**src/rtl/wb_stage.sv**
```systemverilog
// wb_stage: write-back stage of the pipeline.
//
// Non-load instructions write the register file one cycle after they are
// accepted. Loads move to WAIT and hold upstream (freeze) until memory
// returns data or TIMEOUT wait cycles pass. On a timeout the write is
// dropped and err pulses for one cycle.
//
// Ports:
//   clk              clock, rising edge
//   rst              asynchronous reset, active low
//   in_valid         upstream presents an instruction
//   in_wb_en         instruction writes the register file
//   in_mem_r_en      instruction is a load
//   in_dest          destination register index
//   in_alu_result    ALU result for non-loads
//   mem_rdata_valid  load data returned this cycle
//   mem_rdata        load data
//   freeze           stall request to upstream (state == WAIT)
//   wb_wb_en         register-file write enable (single-cycle pulse)
//   wb_dest          register-file write index (held between writes)
//   wb_value         register-file write data (held between writes)
//   err              single-cycle pulse: load timed out, write dropped
module wb_stage #(
  parameter int TIMEOUT = 15
) (
  input  logic        clk,
  input  logic        rst,
  input  logic        in_valid,
  input  logic        in_wb_en,
  input  logic        in_mem_r_en,
  input  logic [3:0]  in_dest,
  input  logic [31:0] in_alu_result,
  input  logic        mem_rdata_valid,
  input  logic [31:0] mem_rdata,
  output logic        freeze,
  output logic        wb_wb_en,
  output logic [3:0]  wb_dest,
  output logic [31:0] wb_value,
  output logic        err
);

  localparam int DATA_W = 32;
  localparam int DEST_W = 4;
  localparam logic [7:0] CNT_LAST = 8'(TIMEOUT - 1);

  typedef enum logic {
    IDLE = 1'b0,
    WAIT = 1'b1
  } state_t;

  state_t              state_q, state_d;
  logic [7:0]          cnt_q, cnt_d;
  logic                cap_p0;
  logic                wb_en_p1;
  logic [DEST_W-1:0]   dest_p1;
  logic                wr_en_p0;
  logic [DEST_W-1:0]   wr_dest_p0;
  logic [DATA_W-1:0]   wr_value_p0;
  logic                err_p0;

  // freeze comes straight from the state register
  assign freeze = (state_q == WAIT);

  always_comb begin
    state_d     = state_q;
    cnt_d       = cnt_q;
    cap_p0      = 1'b0;
    wr_en_p0    = 1'b0;
    wr_dest_p0  = in_dest;
    wr_value_p0 = in_alu_result;
    err_p0      = 1'b0;
    case (state_q)
      IDLE: begin
        if (in_valid) begin
          if (in_mem_r_en) begin
            state_d = WAIT;
            cnt_d   = 8'd0;
            cap_p0  = 1'b1;
          end else begin
            wr_en_p0 = in_wb_en;
          end
        end
      end
      WAIT: begin
        // returning data wins over the timeout in the final wait cycle
        if (mem_rdata_valid) begin
          wr_en_p0    = wb_en_p1;
          wr_dest_p0  = dest_p1;
          wr_value_p0 = mem_rdata;
          state_d     = IDLE;
        end else if (cnt_q == CNT_LAST) begin
          err_p0  = 1'b1;
          state_d = IDLE;
        end else begin
          cnt_d = cnt_q + 8'd1;
        end
      end
    endcase
  end

  always_ff @(posedge clk or negedge rst) begin
    if (!rst) begin
      state_q <= IDLE;
      cnt_q   <= 8'd0;
    end else begin
      state_q <= state_d;
      cnt_q   <= cnt_d;
    end
  end

  // p0 -> p1: capture load destination and write enable while waiting
  always_ff @(posedge clk or negedge rst) begin
    if (!rst) begin
      wb_en_p1 <= 1'b0;
      dest_p1  <= '0;
    end else if (cap_p0) begin
      wb_en_p1 <= in_wb_en;
      dest_p1  <= in_dest;
    end
  end

  // p0 -> output: write-back registers; index/data hold unless writing
  always_ff @(posedge clk or negedge rst) begin
    if (!rst) begin
      wb_wb_en <= 1'b0;
      err      <= 1'b0;
      wb_dest  <= '0;
      wb_value <= '0;
    end else begin
      wb_wb_en <= wr_en_p0;
      err      <= err_p0;
      if (wr_en_p0) begin
        wb_dest  <= wr_dest_p0;
        wb_value <= wr_value_p0;
      end
    end
  end

endmodule
```
**config.mk**
```make
export PLATFORM = sky130hd
export DESIGN_NAME = wb_stage
export DESIGN_NICKNAME = d
export VERILOG_FILES = /design/src/rtl/wb_stage.sv
export SDC_FILE = /design/constraint.sdc
export NUM_CORES = 1
export LEC_CHECK = 0
export ABC_CLOCK_PERIOD_IN_PS = 3600
export CAP_MARGIN = 20
export CORE_UTILIZATION = 44
export DETAILED_ROUTE_END_ITERATION = 8
export PLACE_DENSITY_LB_ADDON = 0.25
export SLEW_MARGIN = 20
export SYNTH_ARGS = -nofsm -noshare
export SYNTH_HDL_FRONTEND = slang
export SYNTH_SLANG_ARGS = --single-unit
```
**constraint.sdc**
```tcl
create_clock -name clk -period 3.6 [get_ports clk]
set_input_delay 1.08 -clock clk [delete_from_list [all_inputs] [get_ports clk]]
set_output_delay 1.08 -clock clk [all_outputs]
set_load 0.05 [all_outputs]
```
==> results of run 1 <==
Yosys cell counts (all sizes together):
cell type  instances
and3               3
nand2              4
inv                4
o2bb2ai            2
and4               1
o21ai              3
and2               1
mux2i             36
ha                 2
a31oi              1
mux2               5
o22a               1
nor3b              2
nor4               2
a21boi             1
nor3               2
a21oi             38
a211o              3
clkbuf             3
nand4              1
o32ai              1
nand3              4
dfrtp             52
and2b              1
nand4b             1
or3                1
buf                9
nor2              37
layout make-up:
cell class                      count  area share
Tap cell                           70      0.0237
Sequential cell                    52       0.352
Inverter                            4     0.00474
Clock buffer                        7      0.0261
Multi-Input combinational cell    153       0.283
Timing Repair Buffer              116       0.310
per-stage QoR:
| step | worst slack (ps) | cell area, µm² | std cells | total power [W] | utilization |
|---|---|---|---|---|---|
| global route | 785 | 3700 | 402 | 0.00246 | 0.706 |
| finish | 839 | 3700 | 402 | 0.00234 | 0.706 |
| detailed placement | 788 | 3600 | 395 | 0.00202 | 0.687 |
| CTS | 827 | 3700 | 402 | 0.00236 | 0.706 |
| floorplan | 1530 | 2440 | 221 | 0.00158 | - |
| global placement | 862 | 3600 | 395 | 0.00199 | 0.687 |
kinds of logic after synthesis:
| logic type | after synthesis |
|---|---|
| simple gates | 60 |
| flops | 52 |
| compound gates | 50 |
| mux | 41 |
| buf+inv | 16 |
| fa+ha+maj | 2 |
worst min-delay path by stage:
stage / from / endpoint / slack [ps] / cells past startpoint
6_report: dest_p1[2] / dest_p1[2] / 510 / 1
5_1_grt: dest_p1[3] / dest_p1[3] / 530 / 1
4_1_cts: dest_p1[2] / dest_p1[2] / 510 / 1
3_5_place_dp: dest_p1[2] / dest_p1[2] / 490 / 1
3_3_place_gp: dest_p1[0] / dest_p1[0] / 490 / 1
2_1_floorplan: dest_p1[0] / dest_p1[0] / 480 / 1
power groups by stage:
stage / logic [W] / registers, W / clock network, W
2_1_floorplan: 0.000237 / 0.00134 / 0
3_3_place_gp: 0.00114 / 0.000856 / 0
3_5_place_dp: 0.00116 / 0.000861 / 0
4_1_cts: 0.00116 / 0.000853 / 0.000351
5_1_grt: 0.00121 / 0.000879 / 0.000374
6_report: 0.00115 / 0.000852 / 0.000341
registers in the layout, indices dropped and copies added, names as in the netlist:
register and cells:
cnt_q 8, wb_dest 4, err 1, wb_wb_en 1, wb_value 32, dest_p1 4, wb_en_p1 1, freeze 1
metal layers:
metal | track usage | wire (µm) | up-vias
li1 | - | - | 1005
met4 | 0.0462 | 25 | 0
met5 | 0 | 0 | -
met1 | 0.219 | 2170 | 935
met2 | 0.340 | 2690 | 85
met3 | 0.0695 | 490 | 2
==> results by group, run 1 <==
Status
  – Outcome: complete, no violations

Setup path
  – Cell breakdown of the critical path: clkdlybuf4s50_1
  – Worst Setup Path Type: register to output port
  – Critical Path RT: around 2500 ps
  – FF-to-FF path depth: 5
  – Worst setup path endpoint: freeze
  – Biggest cell delay along the critical path: ~860 ps
  – Crit path launch: freeze
  – Critical path's top delay family: buffers and inverters
  – Critical path peak fanout: 8
  – Logic depth of the worst path, buffers included: 1
  – Reg-to-reg endpoint: wb_value[14]
  – Worst r2r src: freeze
  – Number of buffer and inverter stages on the critical path: 1
  – Data arrival time of the critical path: roughly 1700 ps
  – Slowest cell on the critical path: clkdlybuf4s50_1
  – Slack of the worst reg-to-reg path: between 1500 and 2000 ps
  – Startpoint kind of the worst setup timing path: register
  – CP Capture Type: output port

Clocking
  – CTS H-tree depth: 2
  – Number of buffers inserted to repair setup after CTS: 0
  – CTS clk-pin slew, worst paths: 80 ps
  – Number of buffers on the longest clock path: 2
  – Number of clock buffers inserted by TritonCTS: 5
  – Clock latency on the worst-skew pair: slightly below 300 ps
  – CTS tree: built
  – Sinks on the clock net: 52
  – Post-CTS Resized: 0
  – Total of hold buffers inserted after clock tree synthesis: 0
  – Clock Tree Root: clkbuf_8

Power
  – Power per unit of standard cell area: between 600 and 700 nW/µm²
  – Total net switching power: 0.00100 W
  – Peak supply drop: ~340 µV
  – Power share of the combinational group: 0.490
  – Leakage component of the power: approximately 1.7 nW
  – Cell internal power dissipation: around 0.0013 W
  – Part of the total power dissipated in the clock network: 0.146
  – Switching part of the total power: 0.428
  – Part of the power in registers: 0.364

STA
  – Unrepaired setup endpoints after global routing: no
  – Total Negative Setup Slacks: 0 ps
  – Min Clock Period, post-route: about 2800 ps
  – Max Freq: around 360 MHz
  – Pin slew with the least headroom to its limit: ~650 ps
  – Final critical-path share of the clock period: 0.767
  – Worst slew margin: 0.570
  – Final setup viols: 0
  – Count of endpoints failing hold in the final timing report: 0
  – Final-layout worst hold slack: 510 ps
  – Total count of max-transition violations in the final report: 0
  – Clock Skew: 6.01 ps

Placed design
  – Half-perimeter wire length of the detailed placement result: 4130 µm
  – RD Place Congestion: 0.759
  – Quantity of I/O buffers inserted on ports: 112

Final layout
  – Most common cell after layout, fill and taps aside: clkdlybuf4s50_1
  – Fillers: 440
  – Sequential Area: 1300 µm²
  – Fraction of final layout cells with drive strength greater than 1: 0.0813
  – Commonest cells after routing, fill and taps aside: 111 x clkdlybuf4s50_1, 52 x dfrtp_1, 37 x nor2_1, 37 x a21oi_1, 36 x mux2i_1
  – Antenna Diode Count: 0
  – Multi-input gate area: 1050 µm²
  – Area growth from synthesis to layout: 51.3%
  – Final net count: between 400 and 500

Logic synthesis
  – Largest cells by area after synthesis: dfrtp_1 53%, mux2i_1 15%, a21oi_1 7.6%, nor2_1 5.7%, mux2_2 2.3%
  – Adder and majority cell fraction of the synthesized area: 0.0102
  – Cell area after synthesis: between 2000 and 2500 µm²
  – Post-synth cell types: 35
  – Leading area contributor after synthesis: dfrtp_1
  – Yosys warning total: 0
  – Mapped Avg Cell Area: between 10 and 15 µm²
  – Multiplexer fraction of the synthesized cell area: 0.171
  – Yosys top cell area share: 0.533
  – Yosys reg bits: 52
  – Synth Area in Compound Gates: 0.129
  – Simple-gate share of the synthesized area: 0.119
  – Sequential area share after synthesis: 0.533
  – Main combinational cell family by area after synthesis: multiplexers
  – Mapped Cells: 221
  – Xor and xnor fraction of the mapped netlist area: 0
  – Post-Synthesis Net Count: just under 300

Routing
  – # DRC: 0
  – Drt first-iter violations: 81
  – Post-detailed-route count of antenna-violating nets: 0
  – Routed wirelength normalized by instance count: roughly 13 µm
  – Drt via density: between 5 and 6
  – Drt total wl: around 5400 µm
  – Vias after detailed routing: roughly 2000
  – Number of detailed-routing iterations run before antenna repair: 4

GRT
  – Antenna violations before repair: 0
  – Gr usage total: 0.192
  – Pin count of the biggest net entering global routing: 74
  – Wire length of the first global-routing pass: a little under 9000 µm
  – Total overflow reported by the global router: 0
  – Number of global-route vias before repair: 1937

Worst hold path
  – Path type of the worst min-delay path: register to register

Die
  – Number of ports placed on the die boundary: between 100 and 150
  – Full die area: roughly 6000 µm²
  – Effective utilization at floorplan: 0.466
  – Core outline area: 5240 µm²
  – Standard-cell rows: 26
  – Overall die width: between 70 and 80 µm
  – Die height: 76.5 µm

Flow run
  – Maximum capacitance violations: 0
(Power assumes the default switching activity.)
==> run 2, diff against run 1 <==
--- a/config.mk
+++ b/config.mk
@@ -5,9 +5,9 @@
 export SDC_FILE = /design/constraint.sdc
 export NUM_CORES = 1
 export LEC_CHECK = 0
-export ABC_CLOCK_PERIOD_IN_PS = 3600
+export ABC_CLOCK_PERIOD_IN_PS = 2250
 export CAP_MARGIN = 20
-export CORE_UTILIZATION = 44
+export CORE_UTILIZATION = 37
 export DETAILED_ROUTE_END_ITERATION = 8
 export PLACE_DENSITY_LB_ADDON = 0.25
 export SLEW_MARGIN = 20
==> constraint.sdc (replaced) <==
create_clock -name clk -period 2.25 [get_ports clk]
set_input_delay 0.675 -clock clk [delete_from_list [all_inputs] [get_ports clk]]
set_output_delay 0.675 -clock clk [all_outputs]
set_load 0.05 [all_outputs]
==> run 2 against run 1 <==
- cell area is 1.5% higher
- utilization decreased by 12 points
- critical endpoint is now wb_value[31]
- largest power group unchanged
- sequential share of layout area fell by 0.51 points
- register-to-register slack worse by 1200 ps
==> results by group, run 2 (same netlist as run 1, synthesis figures left out) <==
Status
  – Outcome: complete, no violations

GRT
  – Wire length of the first global-routing pass: 8970 µm (+0.78%)
  – Pin count of the biggest net entering global routing: 74 (unchanged)
  – Number of global-route vias before repair: 1986 (+2.5%)
  – Total overflow reported by the global router: 0 (unchanged)
  – Gr usage total: 0.160 (-0.0315)
  – Antenna violations before repair: 0 (unchanged)

Setup path
  – Worst r2r src: cnt_q[0]
  – Crit path launch: wb_value[31]
  – Worst Setup Path Type: register to output port
  – Reg-to-reg endpoint: cnt_q[6]
  – FF-to-FF path depth: 6 (+1)
  – Number of buffer and inverter stages on the critical path: 1 (unchanged)
  – Biggest cell delay along the critical path: 820 ps (-40 ps)
  – Startpoint kind of the worst setup timing path: register
  – CP Capture Type: output port
  – Critical path peak fanout: 2 (-6)
  – Slowest cell on the critical path: clkdlybuf4s50_1
  – Critical Path RT: 1570 ps (-950 ps)
  – Slack of the worst reg-to-reg path: 640 ps (-1230 ps)
  – Cell breakdown of the critical path: clkdlybuf4s50_1
  – Critical path's top delay family: buffers and inverters
  – Logic depth of the worst path, buffers included: 1 (unchanged)
  – Data arrival time of the critical path: 1490 ps (-190 ps)

Final layout
  – Commonest cells after routing, fill and taps aside: 110 x clkdlybuf4s50_1, 52 x dfrtp_1, 37 x nor2_1, 37 x a21oi_1, 36 x mux2i_1
  – Biggest regs: wb_value x32, cnt_q x8
  – Antenna Diode Count: 0 (unchanged)
  – Utilization after layout: 0.591 (-0.115)
  – Fraction of final layout cells with drive strength greater than 1: 0.0898 (+0.00850)
  – Final net count: 409 (+0.25%)
  – Area growth from synthesis to layout: 53.5%
  – Most flops, register: wb_value
  – Finished Cell Area: 3750 µm² (+1.5%)
  – Most common cell after layout, fill and taps aside: clkdlybuf4s50_1
  – Largest register FFs: 32 (unchanged)
  – Post-route insts no fill: 411 (+2.2%)

Placed design
  – Half-perimeter wire length of the detailed placement result: 3870 µm (-6.2%)
  – Quantity of I/O buffers inserted on ports: 112 (unchanged)
  – Placed Area: 3640 µm² (+1.1%)
  – Worst slack after detailed placement: 73.4 ps (-714 ps)
  – Number of placed instances with taps included: 403 (+2.0%)
  – RD Place Congestion: 0.795 (+4.7%)

Clocking
  – Clock Tree Root: clkbuf_8
  – CTS H-tree depth: 2 (unchanged)
  – CTS tree: built
  – Number of buffers inserted to repair setup after CTS: 0 (unchanged)
  – Number of buffers on the longest clock path: 2 (unchanged)
  – Sinks on the clock net: 52 (unchanged)
  – Post-CTS Resized: 0 (unchanged)
  – CTS clk-pin slew, worst paths: 100 ps (+20 ps)
  – Number of clock buffers inserted by TritonCTS: 5 (unchanged)
  – Clock latency on the worst-skew pair: 300 ps (about the same)
  – Total of hold buffers inserted after clock tree synthesis: 0 (unchanged)

Flow run
  – Maximum capacitance violations: 0 (unchanged)

Routing
  – Number of detailed-routing iterations run before antenna repair: 4 (unchanged)
  – # DRC: 0 (unchanged)
  – Post-detailed-route count of antenna-violating nets: 0 (unchanged)
  – Drt via density: 4.93 (-2.2%)
  – Drt total wl: 5440 µm (+1.2%)
  – Routed wirelength normalized by instance count: 13.2 µm (-0.97%)
  – Vias after detailed routing: 2027 (unchanged)
  – Drt first-iter violations: 78 (-3.7%)

Die
  – Die height: 83.2 µm (+8.8%)
  – Core outline area: 6350 µm² (+21%)
  – Overall die width: 83.2 µm (+8.8%)
  – Standard-cell rows: 29 (+12%)
  – Effective utilization at floorplan: 0.385 (-0.0817)
  – Full die area: 6930 µm² (+18%)
  – Number of ports placed on the die boundary: 113 (unchanged)

STA
  – Final critical-path share of the clock period: 0.962
  – Max Freq: 462 MHz
  – Unrepaired setup endpoints after global routing: no
  – Worst slew margin: 0.650 (+0.0801)
  – Pin slew with the least headroom to its limit: 524 ps (-122 ps)
  – Final setup viols: 0 (unchanged)
  – PnR worst setup slack: 85.3 ps (-754 ps)
  – Count of endpoints failing hold in the final timing report: 0 (unchanged)
  – Min Clock Period, post-route: roughly 2200 ps
  – Clock Skew: 6.03 ps (+0.0158 ps)
  – Total count of max-transition violations in the final report: 0 (unchanged)
  – Total Negative Setup Slacks: 0 ps (unchanged)

Power
  – Power per unit of standard cell area: 1020 nW/µm² (+62%)
  – Switching part of the total power: 0.425 (-0.00243)
  – Power share of the combinational group: 0.479 (-0.011)
  – Peak supply drop: 612 µV (+79%)
  – Part of the power in registers: 0.354 (-0.010)
  – Total net switching power: 0.00163 W (+63%)
  – Cell internal power dissipation: 0.00221 W (+65%)
  – Leakage component of the power: 1.73 nW (+1.1%)
  – Part of the total power dissipated in the clock network: 0.166 (+0.020)

Worst hold path
  – Path type of the worst min-delay path: primary input to async pin
## run 2: cell count changes in the layout (fill, tap and decap cells not counted), sizes merged
cell,previous run,this run
bufinv,0,1
clkinv,0,1
clkinvlp,0,1
clkdlybuf4s50,111,110
clkbuf,7,5
buf,5,7
## run 2: cell type report
class	instances	area, µm²
fillers	551	2600
flip-flops and latches	52	1300
repair buffers	117	1180
multi-input cells	153	1050
well taps	77	96.3
clock buffers	5	68.8
clock inverters	3	42.5
inverters	4	17.5
## run 2: worst max path at each step
stage	to	slack (ps)
after floorplan	cnt_q[2]	440
after global placement	cnt_q[6]	120
after detailed placement	cnt_q[6]	70
after CTS	wb_value[8]	70
after global routing	wb_value[8]	20
final	wb_value[31]	90
## run 2: power groups by stage
stage / combinational (W) / sequential (W) / clock (W)
after floorplan: 0.000378 / 0.00215 / 0
after global placement: 0.00184 / 0.00137 / 0
after detailed placement: 0.00186 / 0.00137 / 0
after CTS: 0.00186 / 0.00136 / 0.000660
after global routing: 0.00194 / 0.00140 / 0.000698
final: 0.00184 / 0.00136 / 0.000638
## run 2: routing by layer
metal,track usage,vias to the layer above,part of all wire
li1,-,1003,-
met1,0.190,932,0.43
met2,0.271,85,0.46
met3,0.0626,7,0.094
met4,0.0439,0,0.011
met5,0,-,0
## run 2: per-stage QoR
| step | total power (W) | hold slack, ps |
|---|---|---|
| final | 0.00384 | 351 |
| after global placement | 0.00321 | 488 |
| after detailed placement | 0.00323 | 495 |
| after floorplan | 0.00253 | 379 |
| after CTS | 0.00388 | 355 |
| after global routing | 0.00404 | 365 |
==> run 3, diff against run 2 <==
--- a/config.mk
+++ b/config.mk
@@ -8,8 +8,10 @@
 export ABC_CLOCK_PERIOD_IN_PS = 2250
 export CAP_MARGIN = 20
 export CORE_UTILIZATION = 37
+export CTS_CLUSTER_DIAMETER = 200
 export DETAILED_ROUTE_END_ITERATION = 8
 export PLACE_DENSITY_LB_ADDON = 0.25
+export SETUP_SLACK_MARGIN = 0.4
 export SLEW_MARGIN = 20
 export SYNTH_ARGS = -nofsm -noshare
 export SYNTH_HDL_FRONTEND = slang
==> run 3 against run 2 <==
- global-route usage unchanged
- largest cell class unchanged
- critical path depth unchanged
- sequential power about the same
- cell count up 1.7%
- routed wire length up 12%
- clock-buffer cell count unchanged
- via count up 2.5%
- cell area up 0.83%
- highest routed layer unchanged
- total power down 2.3%
- worst hold slack worse by 4.3 ps
- utilization up 0.49 points
==> results by group, run 3 (same netlist as run 1, synthesis figures left out) <==
Clocking
  – Clock latency on the worst-skew pair: 300 ps (about the same)
  – Number of buffers on the longest clock path: 2 (unchanged)
  – CTS clk-pin slew, worst paths: 90 ps (about the same)
  – CTS H-tree depth: 2 (unchanged)
  – Sinks on the clock net: 52 (unchanged)
  – Number of clock buffers inserted by TritonCTS: 5 (unchanged)
  – Clock Tree Root: clkbuf_8
  – CTS tree: built
  – Total of hold buffers inserted after clock tree synthesis: 0 (unchanged)

Power
  – Switching part of the total power: 0.441 (+0.0159)
  – Part of the total power dissipated in the clock network: 0.171 (+0.005)
  – Part of the power in registers: 0.363 (+0.009)
  – Peak supply drop: 583 µV (-4.8%)
  – Power per unit of standard cell area: 992 nW/µm² (-3.1%)
  – Leakage component of the power: 1.83 nW (+5.9%)
  – Cell internal power dissipation: 0.00210 W (-5.0%)
  – Total net switching power: 0.00165 W (+1.4%)
  – Power share of the combinational group: 0.466 (-0.013)

Die
  – Number of ports placed on the die boundary: 113 (unchanged)
  – Die height: 83.2 µm (unchanged)
  – Standard-cell rows: 29 (unchanged)
  – Effective utilization at floorplan: 0.385 (unchanged)
  – Overall die width: 83.2 µm (unchanged)
  – Full die area: 6930 µm² (unchanged)
  – Core outline area: 6350 µm² (unchanged)

Placed design
  – Half-perimeter wire length of the detailed placement result: 3870 µm (unchanged)
  – Quantity of I/O buffers inserted on ports: 112 (unchanged)
  – RD Place Congestion: 0.795 (unchanged)
  – Number of placed instances with taps included: 403 (unchanged)

Routing
  – Drt via density: 4.97 (+0.75%)
  – Routed wirelength normalized by instance count: 14.5 µm (+9.9%)
  – # DRC: 0 (unchanged)
  – Vias after detailed routing: 2077 (+2.5%)
  – Number of detailed-routing iterations run before antenna repair: 4 (unchanged)
  – Drt first-iter violations: 74 (-5.1%)
  – Post-detailed-route count of antenna-violating nets: 0 (unchanged)
  – Drt total wl: 6080 µm (+12%)

Setup path
  – Worst Setup Path Type: register to output port
  – Critical path peak fanout: 1 (-1)
  – Startpoint kind of the worst setup timing path: register
  – Cell breakdown of the critical path: clkdlybuf4s15_1
  – Slack of the worst reg-to-reg path: 640 ps (about the same)
  – Data arrival time of the critical path: 1110 ps (-380 ps)
  – Biggest cell delay along the critical path: 480 ps (-340 ps)
  – FF-to-FF path depth: 6 (unchanged)
  – Reg-to-reg endpoint: cnt_q[6]
  – Critical path's top delay family: buffers and inverters
  – Number of buffer and inverter stages on the critical path: 1 (unchanged)
  – Slowest cell on the critical path: clkdlybuf4s15_1
  – Critical Path RT: 1570 ps (about the same)
  – CP Capture Type: output port
  – Worst r2r src: cnt_q[0]

STA
  – Clock Skew: 5.77 ps (-0.257 ps)
  – Unrepaired setup endpoints after global routing: no
  – Total count of max-transition violations in the final report: 0 (unchanged)
  – Total Negative Setup Slacks: 0 ps (unchanged)
  – Final-layout worst hold slack: 347 ps (-4.29 ps)
  – Min Clock Period, post-route: 1790 ps (-376 ps)
  – Final setup viols: 0 (unchanged)
  – Max Freq: 559 MHz (+21%)
  – Final critical-path share of the clock period: 0.795 (-0.167)
  – Count of endpoints failing hold in the final timing report: 0 (unchanged)
  – Pin slew with the least headroom to its limit: 477 ps (-46.2 ps)
  – Worst slew margin: 0.683 (+0.0332)

Final layout
  – Most common cell after layout, fill and taps aside: clkdlybuf4s50_1
  – Most flops, register: wb_value
  – Antenna Diode Count: 0 (unchanged)
  – Area growth from synthesis to layout: 54.8%
  – Fillers: 561 (+1.8%)
  – Biggest regs: wb_value x32, cnt_q x8
  – Fraction of final layout cells with drive strength greater than 1: 0.220 (+0.130)
  – Post-route insts no fill: 418 (+1.7%)
  – Final net count: 416 (+1.7%)
  – Commonest cells after routing, fill and taps aside: 68 x clkdlybuf4s50_1, 52 x dfrtp_1, 37 x nor2_1, 37 x a21oi_1, 36 x mux2i_1
  – Largest register FFs: 32 (unchanged)

GRT
  – Gr usage total: 0.160 (unchanged)
  – Antenna violations before repair: 0 (unchanged)
  – Met3 capacity usage during global routing: 0.0616 (-0.000994)
  – Number of global-route vias before repair: 2006 (+1.0%)
  – Most used routing layer in global routing: met2
  – Fraction of met2 tracks used by global routing: 0.273 (+0.00224)
  – Wire length of the first global-routing pass: 9000 µm (+0.30%)
  – Met1 Usage GRT: 0.189 (-0.000645)
  – Total overflow reported by the global router: 0 (unchanged)
  – Pin count of the biggest net entering global routing: 74 (unchanged)

Worst hold path
  – Path type of the worst min-delay path: primary input to async pin

Flow run
  – Maximum capacitance violations: 0 (unchanged)

Status
  – Outcome: complete, no violations
## run 3: cell count changes in the layout (fill, tap and decap cells not counted), moves of 3 or more
cell / change
clkdlybuf4s15_2: +21
dlymetal6s2s_1: +4
buf_6: +4
buf_4: +3
clkbuf_2: +16
clkdlybuf4s50_1: -42
## run 3: cell type report
type                    instances  area [µm²]  area share
clock buffers                   5        68.8      0.0182
clock inverters                 3        42.5      0.0113
inverters                       4        17.5     0.00463
multi-input cells             153        1050       0.278
flip-flops and latches         52        1300       0.344
well taps                      77        96.3      0.0255
repair buffers                124        1200       0.319
## run 3: how the worst max path moves through the flow
| stage | from | to | slack, ps | depth (start not counted) |
|---|---|---|---|---|
| floorplan | freeze | cnt_q[2] | 440 | 6 |
| global placement | mem_rdata_valid | cnt_q[6] | 120 | 5 |
| detailed placement | mem_rdata_valid | cnt_q[6] | 70 | 5 |
| CTS | wb_value[8] | wb_value[8] | 340 | 1 |
| global route | err | err | 410 | 1 |
| finish | err | err | 460 | 1 |
## run 3: power groups by stage
stage,Clock [W],Sequential (W),Combinational [W]
after global placement,0,0.00137,0.00184
after CTS,0.000660,0.00136,0.00178
after floorplan,0,0.00215,0.000378
final,0.000643,0.00136,0.00175
after global routing,0.000699,0.00140,0.00185
after detailed placement,0,0.00137,0.00186
## run 3: repair_timing
| item | CTS | global route |
|---|---|---|
| endpoints found under the setup margin | 39 | 44 |
| setup buffers | 1 | 2 |
| cloned | 0 | 4 |
| resized for setup | 95 | 24 |
## run 3: routing by layer
| layer | share of wire | routed length (µm) |
|---|---|---|
| met1 | 0.43 | 2600 |
| met2 | 0.47 | 2880 |
| met3 | 0.089 | 542 |
| met4 | 0.0090 | 55 |
| met5 | 0 | 0 |
## run 3: stage by stage
step | setup slack [ps] | instance area [µm²] | power (W) | util
floorplan | 442 | 2440 | 0.00253 | -
global placement | 116 | 3640 | 0.00321 | 0.573
detailed placement | 73.4 | 3640 | 0.00323 | 0.573
CTS | 344 | 3780 | 0.00380 | 0.595
global route | 407 | 3780 | 0.00395 | 0.595
finish | 461 | 3780 | 0.00375 | 0.595
